`config.mk`:
```
export PLATFORM = sky130hd
export DESIGN_NAME = cache_set_flat
export DESIGN_NICKNAME = d
export VERILOG_FILES = /design/src/rtl/cache_pkg.sv /design/src/rtl/cache_set_if.sv /design/src/rtl/cache_way.sv /design/src/rtl/cache_set.sv /design/src/flat_wrapper.sv
export SDC_FILE = /design/constraint.sdc
export NUM_CORES = 1
export LEC_CHECK = 0
export ABC_AREA = 1
export ABC_CLOCK_PERIOD_IN_PS = 2700
export CAP_MARGIN = 20
export CORE_MARGIN = 2
export CORE_UTILIZATION = 30
export DETAILED_ROUTE_END_ITERATION = 10
export HOLD_SLACK_MARGIN = 0.02
export PLACE_DENSITY = 0.5
export SYNTH_ARGS = -nofsm -noshare
export SYNTH_HDL_FRONTEND = slang
export SYNTH_SLANG_ARGS = --single-unit
```
`constraint.sdc`:
```
create_clock -name clk_i -period 2.7 [get_ports clk_i]
set_clock_uncertainty 0.2 [all_clocks]
set_input_delay 0.27 -clock clk_i [delete_from_list [all_inputs] [get_ports clk_i]]
set_output_delay 0.27 -clock clk_i [all_outputs]
set_load 0.02 [all_outputs]
```
`src/rtl/cache_pkg.sv`:
```
// Shared types and sizing for the set-associative cache set.
package cache_pkg;

  localparam int unsigned TAG_WIDTH    = 8;
  localparam int unsigned OFFSET_WIDTH = 4;
  localparam int unsigned WAYS         = 2;

  localparam int unsigned WORD_W    = OFFSET_WIDTH - 2;
  localparam int unsigned LINE_SIZE = 1 << WORD_W;
  localparam int unsigned WAY_W     = $clog2(WAYS);

  typedef logic [WAY_W-1:0]     way_idx_t;
  typedef logic [WAY_W-1:0]     age_t;
  typedef logic [TAG_WIDTH-1:0] tag_t;
  typedef logic [WORD_W-1:0]    word_idx_t;

  typedef enum logic {IDLE, REFILL} set_state_t;

endpackage

```
`src/rtl/cache_set_if.sv`:
```
// Controller-facing bus of one cache set; stats ports exist only with CACHE_SET_STATS_EN.
interface cache_set_if;
  import cache_pkg::*;

  logic        lookup_i;
  tag_t        tag_i;
  word_idx_t   offset_i;
  logic        write_en_i;
  logic [3:0]  byte_en_i;
  logic [31:0] write_data_i;
  logic        hit_o;
  way_idx_t    hit_way_o;
  logic [31:0] read_data_o;
  way_idx_t    victim_way_o;
  logic        victim_valid_o;
  logic        victim_dirty_o;
  tag_t        victim_tag_o;
  logic [31:0] victim_data_o;
  logic        refill_start_i;
  logic        refill_valid_i;
  logic [31:0] refill_data_i;
  logic        busy_o;
  logic        refill_done_o;
`ifdef CACHE_SET_STATS_EN
  logic [31:0] hit_count_o;
  logic [31:0] miss_count_o;
`endif

  modport master (
    output lookup_i, tag_i, offset_i, write_en_i, byte_en_i, write_data_i,
    output refill_start_i, refill_valid_i, refill_data_i,
`ifdef CACHE_SET_STATS_EN
    input  hit_count_o, miss_count_o,
`endif
    input  hit_o, hit_way_o, read_data_o, victim_way_o, victim_valid_o,
    input  victim_dirty_o, victim_tag_o, victim_data_o, busy_o, refill_done_o
  );

  modport slave (
    input  lookup_i, tag_i, offset_i, write_en_i, byte_en_i, write_data_i,
    input  refill_start_i, refill_valid_i, refill_data_i,
`ifdef CACHE_SET_STATS_EN
    output hit_count_o, miss_count_o,
`endif
    output hit_o, hit_way_o, read_data_o, victim_way_o, victim_valid_o,
    output victim_dirty_o, victim_tag_o, victim_data_o, busy_o, refill_done_o
  );

endinterface

```
`src/rtl/cache_way.sv`:
```
// One way of the set: valid/dirty/tag/line storage with store, refill and flag update ports.
module cache_way
  import cache_pkg::*;
(
  input  logic        clk_i,
  input  logic        rst_i,
  input  tag_t        lookup_tag_i,
  input  word_idx_t   offset_i,
  input  logic        store_en_i,
  input  logic [3:0]  byte_en_i,
  input  logic [31:0] store_data_i,
  input  logic        fill_en_i,
  input  word_idx_t   fill_idx_i,
  input  logic [31:0] fill_data_i,
  input  logic        clear_i,
  input  logic        complete_i,
  input  tag_t        fill_tag_i,
  output logic        valid_o,
  output logic        dirty_o,
  output tag_t        tag_o,
  output logic        match_o,
  output logic [31:0] rd_data_o
);

  logic                       valid_q, valid_d;
  logic                       dirty_q, dirty_d;
  tag_t                       tag_q, tag_d;
  logic [LINE_SIZE-1:0][31:0] data_q, data_d;

  // Later assignments win: a clear overrides a same-edge store's dirty set.
  always_comb begin
    valid_d = valid_q;
    dirty_d = dirty_q;
    tag_d   = tag_q;
    data_d  = data_q;
    if (store_en_i) begin
      for (int b = 0; b < 4; b++) begin
        if (byte_en_i[b]) data_d[offset_i][8*b +: 8] = store_data_i[8*b +: 8];
      end
      dirty_d = 1'b1;
    end
    if (fill_en_i) data_d[fill_idx_i] = fill_data_i;
    if (clear_i) begin
      valid_d = 1'b0;
      dirty_d = 1'b0;
    end
    if (complete_i) begin
      valid_d = 1'b1;
      dirty_d = 1'b0;
      tag_d   = fill_tag_i;
    end
  end

  always_ff @(posedge clk_i or negedge rst_i) begin
    if (!rst_i) begin
      valid_q <= 1'b0;
      dirty_q <= 1'b0;
      tag_q   <= '0;
      data_q  <= '0;
    end else begin
      valid_q <= valid_d;
      dirty_q <= dirty_d;
      tag_q   <= tag_d;
      data_q  <= data_d;
    end
  end

  assign valid_o   = valid_q;
  assign dirty_o   = dirty_q;
  assign tag_o     = tag_q;
  assign match_o   = valid_q && (tag_q == lookup_tag_i);
  assign rd_data_o = data_q[offset_i];

endmodule

```
`src/rtl/cache_set.sv`:
```
// N-way cache set: way storage, age-based LRU, victim choice and burst refill FSM.
// Optional hit/miss counters are built when CACHE_SET_STATS_EN is defined.
module cache_set
  import cache_pkg::*;
(
  input  logic        clk_i,
  input  logic        rst_i,
  cache_set_if.slave  bus
);

  set_state_t           state_q, state_d;
  way_idx_t             fill_way_q, fill_way_d;
  tag_t                 fill_tag_q, fill_tag_d;
  word_idx_t            cnt_q, cnt_d;
  logic                 busy_q, busy_d;
  logic                 done_q, done_d;
  age_t [WAYS-1:0]      age_q, age_d;

  logic [WAYS-1:0]      way_valid, way_dirty, way_match;
  tag_t                 way_tag [WAYS];
  logic [31:0]          way_rd  [WAYS];
  logic [WAYS-1:0]      store_sel, fill_sel, clear_sel, complete_sel;

  logic                 hit_any, hit_c, inv_found, touch_en;
  way_idx_t             hit_way, victim_way, touch_way;

  for (genvar w = 0; w < WAYS; w++) begin : g_way
    cache_way u_way (
      .clk_i        (clk_i),
      .rst_i        (rst_i),
      .lookup_tag_i (bus.tag_i),
      .offset_i     (bus.offset_i),
      .store_en_i   (store_sel[w]),
      .byte_en_i    (bus.byte_en_i),
      .store_data_i (bus.write_data_i),
      .fill_en_i    (fill_sel[w]),
      .fill_idx_i   (cnt_q),
      .fill_data_i  (bus.refill_data_i),
      .clear_i      (clear_sel[w]),
      .complete_i   (complete_sel[w]),
      .fill_tag_i   (fill_tag_q),
      .valid_o      (way_valid[w]),
      .dirty_o      (way_dirty[w]),
      .tag_o        (way_tag[w]),
      .match_o      (way_match[w]),
      .rd_data_o    (way_rd[w])
    );
  end

  // Lowest-index matching way.
  always_comb begin
    hit_any = 1'b0;
    hit_way = '0;
    for (int w = WAYS - 1; w >= 0; w--) begin
      if (way_match[w]) begin
        hit_any = 1'b1;
        hit_way = way_idx_t'(w);
      end
    end
  end

  assign hit_c = hit_any && (state_q == IDLE);

  // Prefer the lowest invalid way, else the oldest.
  always_comb begin
    inv_found  = 1'b0;
    victim_way = '0;
    for (int w = WAYS - 1; w >= 0; w--) begin
      if (!way_valid[w]) begin
        inv_found  = 1'b1;
        victim_way = way_idx_t'(w);
      end
    end
    if (!inv_found) begin
      for (int w = 0; w < WAYS; w++) begin
        if (age_q[w] == age_t'(WAYS - 1)) victim_way = way_idx_t'(w);
      end
    end
  end

  always_comb begin
    state_d      = state_q;
    fill_way_d   = fill_way_q;
    fill_tag_d   = fill_tag_q;
    cnt_d        = cnt_q;
    done_d       = 1'b0;
    store_sel    = '0;
    fill_sel     = '0;
    clear_sel    = '0;
    complete_sel = '0;
    touch_en     = 1'b0;
    touch_way    = hit_way;
    case (state_q)
      IDLE: begin
        if (bus.write_en_i && hit_c) store_sel[hit_way] = 1'b1;
        if (bus.lookup_i && hit_c)   touch_en = 1'b1;
        if (bus.refill_start_i) begin
          state_d               = REFILL;
          fill_way_d            = victim_way;
          fill_tag_d            = bus.tag_i;
          cnt_d                 = '0;
          clear_sel[victim_way] = 1'b1;
        end
      end
      REFILL: begin
        if (bus.refill_valid_i) begin
          fill_sel[fill_way_q] = 1'b1;
          cnt_d                = cnt_q + 1'b1;
          if (cnt_q == word_idx_t'(LINE_SIZE - 1)) begin
            complete_sel[fill_way_q] = 1'b1;
            touch_en                 = 1'b1;
            touch_way                = fill_way_q;
            done_d                   = 1'b1;
            cnt_d                    = '0;
            state_d                  = IDLE;
          end
        end
      end
      default: state_d = IDLE;
    endcase
    busy_d = (state_d == REFILL);
  end

  // Touched way becomes youngest; younger ways age by one.
  always_comb begin
    age_d = age_q;
    if (touch_en) begin
      for (int w = 0; w < WAYS; w++) begin
        if (way_idx_t'(w) == touch_way)        age_d[w] = '0;
        else if (age_q[w] < age_q[touch_way]) age_d[w] = age_q[w] + 1'b1;
      end
    end
  end

  always_ff @(posedge clk_i or negedge rst_i) begin
    if (!rst_i) begin
      state_q    <= IDLE;
      fill_way_q <= '0;
      fill_tag_q <= '0;
      cnt_q      <= '0;
      busy_q     <= 1'b0;
      done_q     <= 1'b0;
      for (int w = 0; w < WAYS; w++) age_q[w] <= age_t'(w);
    end else begin
      state_q    <= state_d;
      fill_way_q <= fill_way_d;
      fill_tag_q <= fill_tag_d;
      cnt_q      <= cnt_d;
      busy_q     <= busy_d;
      done_q     <= done_d;
      age_q      <= age_d;
    end
  end

  assign bus.hit_o          = hit_c;
  assign bus.hit_way_o      = hit_c ? hit_way : '0;
  assign bus.read_data_o    = hit_c ? way_rd[hit_way] : 32'd0;
  assign bus.victim_way_o   = victim_way;
  assign bus.victim_valid_o = way_valid[victim_way];
  assign bus.victim_dirty_o = way_dirty[victim_way];
  assign bus.victim_tag_o   = way_tag[victim_way];
  assign bus.victim_data_o  = way_rd[victim_way];
  assign bus.busy_o         = busy_q;
  assign bus.refill_done_o  = done_q;

`ifdef CACHE_SET_STATS_EN
  logic [31:0] hit_cnt_q, hit_cnt_d;
  logic [31:0] miss_cnt_q, miss_cnt_d;

  // Saturating access counters; lookups during refill are not misses.
  always_comb begin
    hit_cnt_d  = hit_cnt_q;
    miss_cnt_d = miss_cnt_q;
    if (bus.lookup_i && hit_c && (hit_cnt_q != 32'hFFFF_FFFF))
      hit_cnt_d = hit_cnt_q + 32'd1;
    if (bus.lookup_i && !hit_c && (state_q == IDLE) && (miss_cnt_q != 32'hFFFF_FFFF))
      miss_cnt_d = miss_cnt_q + 32'd1;
  end

  always_ff @(posedge clk_i or negedge rst_i) begin
    if (!rst_i) begin
      hit_cnt_q  <= '0;
      miss_cnt_q <= '0;
    end else begin
      hit_cnt_q  <= hit_cnt_d;
      miss_cnt_q <= miss_cnt_d;
    end
  end

  assign bus.hit_count_o  = hit_cnt_q;
  assign bus.miss_count_o = miss_cnt_q;
`endif

endmodule

```
`src/flat_wrapper.sv`:
```
// flat-port wrapper written by rule: the top's interface ports become plain ports
module cache_set_flat import cache_pkg::*;
  (clk_i, rst_i, bus_lookup_i, bus_tag_i, bus_offset_i, bus_write_en_i, bus_byte_en_i, bus_write_data_i, bus_refill_start_i, bus_refill_valid_i, bus_refill_data_i, bus_hit_o, bus_hit_way_o, bus_read_data_o, bus_victim_way_o, bus_victim_valid_o, bus_victim_dirty_o, bus_victim_tag_o, bus_victim_data_o, bus_busy_o, bus_refill_done_o);
  cache_set_if bus_i ();
  input  logic clk_i;
  input  logic rst_i;
  input wire logic [$bits(bus_i.lookup_i)-1:0] bus_lookup_i;
  input wire logic [$bits(bus_i.tag_i)-1:0] bus_tag_i;
  input wire logic [$bits(bus_i.offset_i)-1:0] bus_offset_i;
  input wire logic [$bits(bus_i.write_en_i)-1:0] bus_write_en_i;
  input wire logic [$bits(bus_i.byte_en_i)-1:0] bus_byte_en_i;
  input wire logic [$bits(bus_i.write_data_i)-1:0] bus_write_data_i;
  input wire logic [$bits(bus_i.refill_start_i)-1:0] bus_refill_start_i;
  input wire logic [$bits(bus_i.refill_valid_i)-1:0] bus_refill_valid_i;
  input wire logic [$bits(bus_i.refill_data_i)-1:0] bus_refill_data_i;
  output wire logic [$bits(bus_i.hit_o)-1:0] bus_hit_o;
  output wire logic [$bits(bus_i.hit_way_o)-1:0] bus_hit_way_o;
  output wire logic [$bits(bus_i.read_data_o)-1:0] bus_read_data_o;
  output wire logic [$bits(bus_i.victim_way_o)-1:0] bus_victim_way_o;
  output wire logic [$bits(bus_i.victim_valid_o)-1:0] bus_victim_valid_o;
  output wire logic [$bits(bus_i.victim_dirty_o)-1:0] bus_victim_dirty_o;
  output wire logic [$bits(bus_i.victim_tag_o)-1:0] bus_victim_tag_o;
  output wire logic [$bits(bus_i.victim_data_o)-1:0] bus_victim_data_o;
  output wire logic [$bits(bus_i.busy_o)-1:0] bus_busy_o;
  output wire logic [$bits(bus_i.refill_done_o)-1:0] bus_refill_done_o;
  assign bus_i.lookup_i = bus_lookup_i;
  assign bus_i.tag_i = bus_tag_i;
  assign bus_i.offset_i = bus_offset_i;
  assign bus_i.write_en_i = bus_write_en_i;
  assign bus_i.byte_en_i = bus_byte_en_i;
  assign bus_i.write_data_i = bus_write_data_i;
  assign bus_i.refill_start_i = bus_refill_start_i;
  assign bus_i.refill_valid_i = bus_refill_valid_i;
  assign bus_i.refill_data_i = bus_refill_data_i;
  assign bus_hit_o = bus_i.hit_o;
  assign bus_hit_way_o = bus_i.hit_way_o;
  assign bus_read_data_o = bus_i.read_data_o;
  assign bus_victim_way_o = bus_i.victim_way_o;
  assign bus_victim_valid_o = bus_i.victim_valid_o;
  assign bus_victim_dirty_o = bus_i.victim_dirty_o;
  assign bus_victim_tag_o = bus_i.victim_tag_o;
  assign bus_victim_data_o = bus_i.victim_data_o;
  assign bus_busy_o = bus_i.busy_o;
  assign bus_refill_done_o = bus_i.refill_done_o;
  cache_set u_core (.clk_i(clk_i), .rst_i(rst_i), .bus(bus_i));
endmodule
```
==> metrics.txt <==
synthesized instance count 2598; Non-Filler Instances 3712; gpl congestion 0.867; Ys Warns 0; Worst Tran Pin Value 0.665 ns; Synth area leader dfrtp_1; FMAX 340 MHz; Hold Slack 0.0709 ns; Final WS setup -0.243 ns; final hold vios 0; clk_lat worst skew 0.56 ns; post-route cell area 0.0243 mm²; EDFF count, synth 0; violated checks negative setup slack; Finished Core Util 41.5%; dominant synthesized flop cell dfrtp_1; CTS tree done; via/cell ratio 5.07; Max Slew Vio Count 0; htree depth 2; RSZ-0062 raised after global routing yes; crit path DAT 2.47 ns; crit end category output port; DIE WIDTH 247 µm; core footprint 0.0587 mm²; vias in the first global route 18499; Synth Register Bits 291; layout cell share with drive strength beyond 1 19.2%; CTS buffer count 38; most frequent cells in the layout nand2_1 (943), inv_1 (365), dfrtp_1 (290); Final period util 109%; largest net degree at the start of global routing 67; critical setup path kind flip-flop to output port; initial antenna violation count 1; Final Total Pwr 24.3 mW; Max Cap Viol 0; worst hold path type primary input to async pin; fillers 6076; Avg Cell Area, Syn 6.82 µm²; Slew headroom 55.6%; FFs w/ async S/R, synth 100%; routed vias 18809; gr usage total 24.5%; number of I/O port buffers 162; die area 0.0610 mm²; first-pass GRT wire length 113000 µm; GR Overflow Total 0; per-cell routed wire length 20.5 µm; Yosys cell types 36; ANT nets after route 0; area grow syn2layout 37.4%; drc violations 0; Die H 247 µm; Worst Path Max Fanout 8; top cell type's share of synthesized area 41.0%; main area contributors after synthesis dfrtp_1 (41%), nand2_1 (20%), nand3_1 (8.6%), inv_1 (7.8%), o21ai_0 (3.6%); CTS max path bufs 3; post-synthesis cell area 0.0177 mm²; num rows 89; Final nets 2998; WL final 76100 µm; detailed placement HPWL 51200 µm; most common cell after layout, fill and taps aside nand2_1; clock transition at the registers of the reported paths 0.06 ns; WP data required 2.23 ns; pre-CTS setup slack -0.606 ns; total placed instance area 0.0220 mm²; CTS root buf clkbuf_16; Synth Net Count 2686; crit path launch type flip-flop; Cell Pwr Density 1000 mW/mm²; Setup-failing EPs final 33; Placed Cells incl. Taps 3621; CTS Sinks 291; Max rail drop VDD 0.527 mV; total iterations of the first detailed-routing run 5; Starting Density 30.2%; IO Pins 163; min Tclk post-route 2.94 ns; Seq/Total Area, Yosys 41.1%; 1st-iter DRT viols 1427; outcome finished with violations; LEAKAGE 12.4 nW; Fin Setup TNS -6.40 ns
==> synthesized netlist by cell type (13+ instances only) <==
master and count:
nand2_1 956, inv_1 368, nand3_1 306, dfrtp_1 290
o21ai_0 128, nor2_1 89, clkbuf_1 79, o211ai_1 64
a21oi_1 41, a221oi_1 32, a22oi_1 32, o221ai_1 32
o22ai_1 32, buf_2 24, buf_1 23, nand4_1 19
nor2_2 14, inv_2 13
==> cell type report <==
| type | count | area (µm²) | area share (%) |
|---|---|---|---|
| Timing Repair Buffer | 412 | 4250 | 17.5 |
| Sequential cell | 291 | 7280 | 29.9 |
| Inverter | 382 | 1440 | 5.92 |
| Clock buffer | 57 | 1160 | 4.75 |
| Antenna cell | 1 | 2.50 | 0.0103 |
| Clock inverter | 11 | 184 | 0.756 |
| Multi-Input combinational cell | 1785 | 9040 | 37.2 |
| Tap cell | 773 | 967 | 3.98 |
==> logic make-up after synthesis <==
| family | share of synthesized area, % |
|---|---|
| adders and majority gates | 0.283 |
| DFF | 41.1 |
| AOI/OAI and AO/OA | 13.5 |
| and+or+nand+nor | 33.2 |
| xor gates and xnor gates | 0.0989 |
| buffers and inverters | 11.8 |
==> power by group <==
part           leakage (nW)  switching, mW  total [mW]  internal, mW
combinational          8.20           6.75        11.3          4.57
sequential             3.52           1.01        7.55          6.54
clock                 0.661           2.05        5.48          3.43
total                  12.4           9.81        24.3          14.5
==> routing by layer <==
| metal | track usage, % | up-vias | part of all wire, % |
|---|---|---|---|
| met3 | 4.18 | 135 | 6.3 |
| met2 | 39.8 | 666 | 46 |
| met4 | 8.91 | 2 | 3.1 |
| li1 | - | 8974 | - |
| met5 | 0 | - | 0.017 |
| met1 | 32.7 | 9032 | 44 |
==> worst max-delay path, stage by stage, from the launching register on <==
cell     delay (ns)
dfrtp_1        0.41
xor2_2         0.18
or3_4          0.38
nor2_8         0.14
inv_4          0.06
nand2_4        0.08
buf_12         0.19
buf_12         0.14
nand3_2        0.06
nor2_1         0.12
buf_4          0.15
==> sequential cells by signal, summed over array words and instances, names as in the netlist <==
| signal | flops |
|---|---|
| u_core.g_way.u_way.data_q | 256 |
| u_core.g_way.u_way.tag_o | 16 |
| u_core.fill_tag_q | 8 |
| u_core.age_q | 2 |
| u_core.cnt_q | 2 |
| u_core.g_way.u_way.dirty_o | 2 |
| u_core.g_way.u_way.valid_o | 2 |
| u_core.bus.refill_done_o | 1 |
| u_core.fill_way_q | 1 |
| u_core.state_q | 1 |
==> final timing paths <==
path	start	end	slack, ns	cells past startpoint
hold reg to reg	u_core.fill_tag_q[7]$_DFFE_PN0P_	u_core.g_way[0].u_way.tag_o[7]$_DFFE_PN0P_	0.30	2
setup reg to reg	u_core.g_way[0].u_way.valid_o$_DFFE_PN0P_	u_core.g_way[0].u_way.data_q[9]$_DFF_PN0_	0.13	14
setup / recovery	u_core.g_way[0].u_way.tag_o[4]$_DFFE_PN0P_	bus_read_data_o[30]	-0.24	10
min in group clk_i	bus_refill_start_i	u_core.state_q$_DFF_PN0_	0.16	3
max in group asynchronous	rst_i	u_core.age_q[1]$_DFFE_PN1P_	1.36	3
hold / removal	rst_i	u_core.g_way[0].u_way.data_q[84]$_DFF_PN0_	0.07	2
==> timing repair <==
action,4_1_cts,5_1_grt
hold buffers,1,0
endpoints found under the hold margin,225,0
buffers inserted,5,11
pin swaps,14,33
resized for setup,459,160
setup endpoints to repair,76,69
cloned,1,5
No activity file was read; power rests on OpenSTA's default activity.
